--- src/rtl/edge_pipeline_sequencer.sv ---
// Frame sequencer for the edge-detection pipeline: loads a frame, kicks each
// processing stage in turn under a watchdog, then streams result addresses out.
//
// state       | meaning
// ------------+-----------------------------------------------------------
// S_IDLE      | waiting for start_processing
// S_LOAD      | accepting N input pixels into the frame buffer
// S_GAUSS     | gaussian blur stage running
// S_SOBEL     | sobel gradient stage running
// S_STRENGTH  | gradient strength stage running
// S_DIRECTION | gradient direction stage running
// S_HYST      | hysteresis stage running
// S_OUTPUT    | presenting N result addresses downstream
// S_DONE      | single-cycle frame completion
module edge_pipeline_sequencer #(
    parameter int  Image_Width   = 512,
    parameter int  Image_Height  = 512,
    parameter int  Stage_Timeout = 1048576,
    localparam int N             = Image_Width * Image_Height,
    localparam int AW            = (N > 1) ? $clog2(N) : 1
) (
    input  logic          clk,
    input  logic          rstN,
    input  logic          start_processing,
    input  logic          abort,
    input  logic          in_valid,
    output logic          in_ready,
    output logic          wr_en,
    output logic [AW-1:0] wr_addr,
    output logic [4:0]    stage_start,
    input  logic [4:0]    stage_done,
    output logic          out_valid,
    input  logic          out_ready,
    output logic [AW-1:0] rd_addr,
    output logic          busy,
    output logic          frame_done,
    output logic          timeout_err
);

    localparam int TW = (Stage_Timeout > 1) ? $clog2(Stage_Timeout) : 1;

    typedef enum logic [3:0] {
        S_IDLE,
        S_LOAD,
        S_GAUSS,
        S_SOBEL,
        S_STRENGTH,
        S_DIRECTION,
        S_HYST,
        S_OUTPUT,
        S_DONE
    } state_t;

    state_t          state_q;
    state_t          state_d;
    logic [AW-1:0]   pix_q;
    logic [TW-1:0]   wdog_q;
    logic            pix_inc;
    logic            pix_clr;
    logic            err_set;
    logic            err_clr;
    logic [4:0]      cur_stage;
    logic            done_ok;
    logic            wdog_last;
    logic            pix_last;

    function automatic logic [4:0] stage_onehot(input state_t s);
        case (s)
            S_GAUSS:     return 5'b00001;
            S_SOBEL:     return 5'b00010;
            S_STRENGTH:  return 5'b00100;
            S_DIRECTION: return 5'b01000;
            S_HYST:      return 5'b10000;
            default:     return 5'b00000;
        endcase
    endfunction

    assign cur_stage = stage_onehot(state_q);
    // done is only trusted from the second stage cycle, so a level left over
    // from the previous stage cannot skip this one
    assign done_ok   = (|(stage_done & cur_stage)) && (wdog_q != '0);
    assign wdog_last = (wdog_q == TW'(Stage_Timeout - 1));
    assign pix_last  = (pix_q == AW'(N - 1));

    assign in_ready    = (state_q == S_LOAD);
    assign wr_en       = in_valid & in_ready;
    assign wr_addr     = pix_q;
    assign out_valid   = (state_q == S_OUTPUT);
    assign rd_addr     = pix_q;
    assign busy        = (state_q != S_IDLE);
    // an abort landing on the DONE cycle discards the frame, so no pulse
    assign frame_done  = (state_q == S_DONE) & ~abort;

    always_ff @(posedge clk or negedge rstN) begin
        if (!rstN) begin
            state_q <= S_IDLE;
        end else begin
            state_q <= state_d;
        end
    end

    always_comb begin
        state_d = state_q;
        pix_inc = 1'b0;
        pix_clr = 1'b0;
        err_set = 1'b0;
        err_clr = 1'b0;
        case (state_q)
            S_IDLE: begin
                if (start_processing) begin
                    state_d = S_LOAD;
                    pix_clr = 1'b1;
                    err_clr = 1'b1;
                end
            end
            S_LOAD: begin
                if (wr_en) begin
                    if (pix_last) begin
                        state_d = S_GAUSS;
                        pix_clr = 1'b1;
                    end else begin
                        pix_inc = 1'b1;
                    end
                end
            end
            S_GAUSS:     if (done_ok) state_d = S_SOBEL;
            S_SOBEL:     if (done_ok) state_d = S_STRENGTH;
            S_STRENGTH:  if (done_ok) state_d = S_DIRECTION;
            S_DIRECTION: if (done_ok) state_d = S_HYST;
            S_HYST:      if (done_ok) state_d = S_OUTPUT;
            S_OUTPUT: begin
                if (out_ready) begin
                    if (pix_last) begin
                        state_d = S_DONE;
                        pix_clr = 1'b1;
                    end else begin
                        pix_inc = 1'b1;
                    end
                end
            end
            S_DONE:  state_d = S_IDLE;
            default: state_d = S_IDLE;
        endcase

        if ((cur_stage != 5'b00000) && !done_ok && wdog_last) begin
            state_d = S_IDLE;
            err_set = 1'b1;
        end

        if (abort && (state_q != S_IDLE)) begin
            state_d = S_IDLE;
            pix_inc = 1'b0;
            pix_clr = 1'b1;
            err_set = 1'b0;
        end
    end

    always_ff @(posedge clk or negedge rstN) begin
        if (!rstN) begin
            pix_q       <= '0;
            wdog_q      <= '0;
            stage_start <= '0;
            timeout_err <= 1'b0;
        end else begin
            if (pix_clr) begin
                pix_q <= '0;
            end else if (pix_inc) begin
                pix_q <= pix_q + AW'(1);
            end

            // runs only while staying in one stage; any transition restarts it
            if ((state_d == state_q) && (cur_stage != 5'b00000)) begin
                wdog_q <= wdog_q + TW'(1);
            end else begin
                wdog_q <= '0;
            end

            stage_start <= (state_d != state_q) ? stage_onehot(state_d) : 5'b00000;

            if (err_set) begin
                timeout_err <= 1'b1;
            end else if (err_clr) begin
                timeout_err <= 1'b0;
            end
        end
    end

endmodule

--- config.mk ---
export PLATFORM = sky130hd
export DESIGN_NAME = edge_pipeline_sequencer
export DESIGN_NICKNAME = d
export VERILOG_FILES = /design/src/rtl/edge_pipeline_sequencer.sv
export SDC_FILE = /design/constraint.sdc
export NUM_CORES = 1
export LEC_CHECK = 0
export ABC_CLOCK_PERIOD_IN_PS = 2120
export CORE_UTILIZATION = 48
export CTS_BUF_LIST = sky130_fd_sc_hd__clkbuf_2
export DETAILED_ROUTE_END_ITERATION = 6
export PLACE_DENSITY = 0.87
export SYNTH_ARGS = -nofsm -noshare
export SYNTH_HDL_FRONTEND = slang
export SYNTH_SLANG_ARGS = --single-unit
--- constraint.sdc ---
create_clock -name clk -period 2.12 [get_ports clk]
set_input_delay 0.636 -clock clk [delete_from_list [all_inputs] [get_ports clk]]
set_output_delay 0.636 -clock clk [all_outputs]
set_load 0.05 [all_outputs]
==> metrics.txt <==
Synth Flop Type=dfrtp_1; final setup fails=42; RSZ-0062 raised after global routing=true; Clock Sinks=48; max cap viols=0; Layout Utilization=80.7%; total negative slack=-10.84 ns; initial antenna violation count=0; leading cell types in the layout, fill and taps excluded=buf_4 (119), nor2_1 (31), dfrtp_1 (30); vias per cell=5.69; DRT iter0 DRCs=300; GPL Wtd Cong=0.896; antenna cells=0; Startpoint Class=register; flops & latches, synth=48; Die X=79.0 microns; LEAKAGE=0.00203 uW; total grt overflow=0; row count=27; Top Ports=58; most common cell after layout, fill and taps aside=buf_4; clock root cell=clkbuf_2; Via Count=2948; post-DP HPWL=5.45 mm; slew margin rel.=56.9%; vias in the first global route=2747; Core Area=5610 sq um; sequential area share after synthesis=42.2%; hold_buf cts=0; CTS Buf Count=5; number of port buffers=57; Post-synth EDFFs=0; syn avg cell area=9.10 sq um; final hold viol count=0; Required @ worst endpoint=2.49 ns; Synth Area in XOR/XNOR=10.8%; DP Area=3870 sq um; CTS tree=yes; simple logic cell fraction of the synthesized area=29.9%; critical path arrival=2.88 ns; htree depth=2; Register Area=1220 sq um; Critical Path Fanout Max=7; Filler Cells Inserted=304; ANT nets after route=0; WL/cell=18.0 microns; Hold Path Class=in2async; main combinational cell family by area after synthesis=simple AND/OR/NAND/NOR gates; Routed WL=9.32 mm; Mapped Cells=313; total die area=6250 sq um; status=finished, violations left; pins over their slew limit=0; Setup CP Type=reg2reg; Final Cycle Share=118%; minimum clock period=2.50 ns; largest net degree at the start of global routing=29; Post-Syn Area=2850 sq um; Crit. End Element=register; Mapped Nets=327; CTS Buffer Depth=2; post-route cell area=4530 sq um; Worst-Margin Slew=0.647 ns; failing checks=negative setup slack; VDD IR max=0.534 mV; synthesis-to-finish area growth=58.9%; Layout Nets=459; first-pass GRT wire length=12.7 mm; Synth cell types=52; clk_lat worst skew=0.45 ns; synth warn=0; Multi-input gate area=1790 sq um; GRT Resource Usage Total=26.4%; Hold WS=0.160 ns; Initial Util=50.8%; share of flip-flops with an asynchronous set or reset=100%; clock slew at reported path FFs=0.27 ns; drt pass-1 iters=5; Peak Freq=399 MHz; Die Y=79.0 microns; DR DRC count=0; layout cell share with drive strength beyond 1=53.4%; Pwr per Cell Area=860 nW/um^2; Worst Clk Skew=0.0350 ns; setup ws final=-0.384 ns; multiplexer share of the synthesized area=0.703%; adder-cell area share of the yosys netlist=1.32%; post-synthesis compound-gate area fraction=7.29%
[sequential cells by signal (all words and copies together) (netlist names)]
name	flops
stage_start	5
rd_addr	18
timeout_err	1
wdog_q	20
state_q	4
[kinds of logic after synthesis]
kind of cell    Yosys count
simple gates            159
flops                    48
buf+inv                  38
xor+xnor                 35
compound gates           28
fa+ha+maj                 3
mux                       2
[synthesized netlist by cell type (2+ instances only)]
cell type,n,area [sq um]
o21ai_0,4,20.0
nor3b_1,2,15.0
o21ai_1,4,20.0
nand2_1,19,71.3
xnor2_1,13,114
mux2i_1,2,20.0
ha_1,3,37.5
or3_1,2,12.5
and3_1,6,37.5
o211ai_1,3,22.5
nor2_1,57,214
and4_1,5,43.8
a31oi_1,3,18.8
nand3_1,20,100
nor2_2,2,12.5
nor3_1,6,30.0
nand4b_1,2,17.5
buf_2,6,30.0
a21oi_1,3,15.0
inv_1,10,37.5
dfrtp_1,48,1200
nand4_1,9,56.3
buf_4,20,150
nand3b_1,2,15.0
a211oi_2,2,25.0
or2_1,2,12.5
nor4_1,9,56.3
xor2_1,22,193
and2_1,4,25.0
[power breakdown]
part	total (uW)	switching (uW)	internal [uW]
sequential	1020	44.8	978
combinational	2370	1290	1080
clock	496	304	192
total	3890	1640	2250
[path summary, 6_finish.rpt]
kind	start	end	slack [ns]	depth (start not counted)
hold / removal	rstN	rd_addr[6]$_DFFE_PN0P_	0.16	1
setup / recovery	state_q[1]$_DFF_PN0_	wdog_q[6]$_DFF_PN0_	-0.38	12
hold reg to reg	wdog_q[0]$_DFF_PN0_	wdog_q[0]$_DFF_PN0_	0.58	2
setup reg to reg	state_q[1]$_DFF_PN0_	wdog_q[6]$_DFF_PN0_	-0.38	12
min in group clk	wdog_q[0]$_DFF_PN0_	wdog_q[0]$_DFF_PN0_	0.58	2
max in group asynchronous	rstN	wdog_q[3]$_DFF_PN0_	1.32	2
[final cells by class]
cell class / count / share of cell area (%)
Sequential cell: 48 / 27.0
Tap cell: 72 / 1.99
Multi-Input combinational cell: 227 / 39.5
Timing Repair Buffer: 152 / 29.2
Clock buffer: 5 / 0.553
Inverter: 11 / 0.912
Clock inverter: 3 / 0.829
[per-stage QoR]
stage,power (uW),worst slack (ns),std cells
2_1_floorplan,1980,-0.254,313
3_3_place_gp,2540,-0.508,487
3_5_place_dp,2560,-0.601,487
4_1_cts,3360,-0.338,507
5_1_grt,4040,-0.491,518
6_report,3890,-0.384,518
[worst max-delay path, stage by stage (launching register included)]
cell,delay [ns]
dfrtp_2,0.48
buf_6,0.14
buf_6,0.13
nand4b_1,0.24
buf_4,0.19
nand3_2,0.06
nor2_1,0.07
o21ai_2,0.15
nand3b_1,0.20
o221ai_2,0.28
nand3_4,0.19
clkbuf_16,0.22
nor2_4,0.08
[what timing repair did]
item                                   4_1_cts  5_1_grt
endpoints found under the hold margin        0        0
pin swaps                                   13       21
buffers inserted                            12        8
cloned                                       0        3
gates resized for setup                     42       56
setup endpoints to repair                   32       43
[per-layer routing]
layer  GRT usage (%)  vias to the layer above  wire length (microns)
li1                -                     1326                      -
met1            31.6                     1420                   3420
met2            46.9                      154                   5060
met3            5.75                       48                    541
met4            8.36                        0                    297
met5               0                        -                      0
Note: power is estimated with default switching activity, not from simulation.
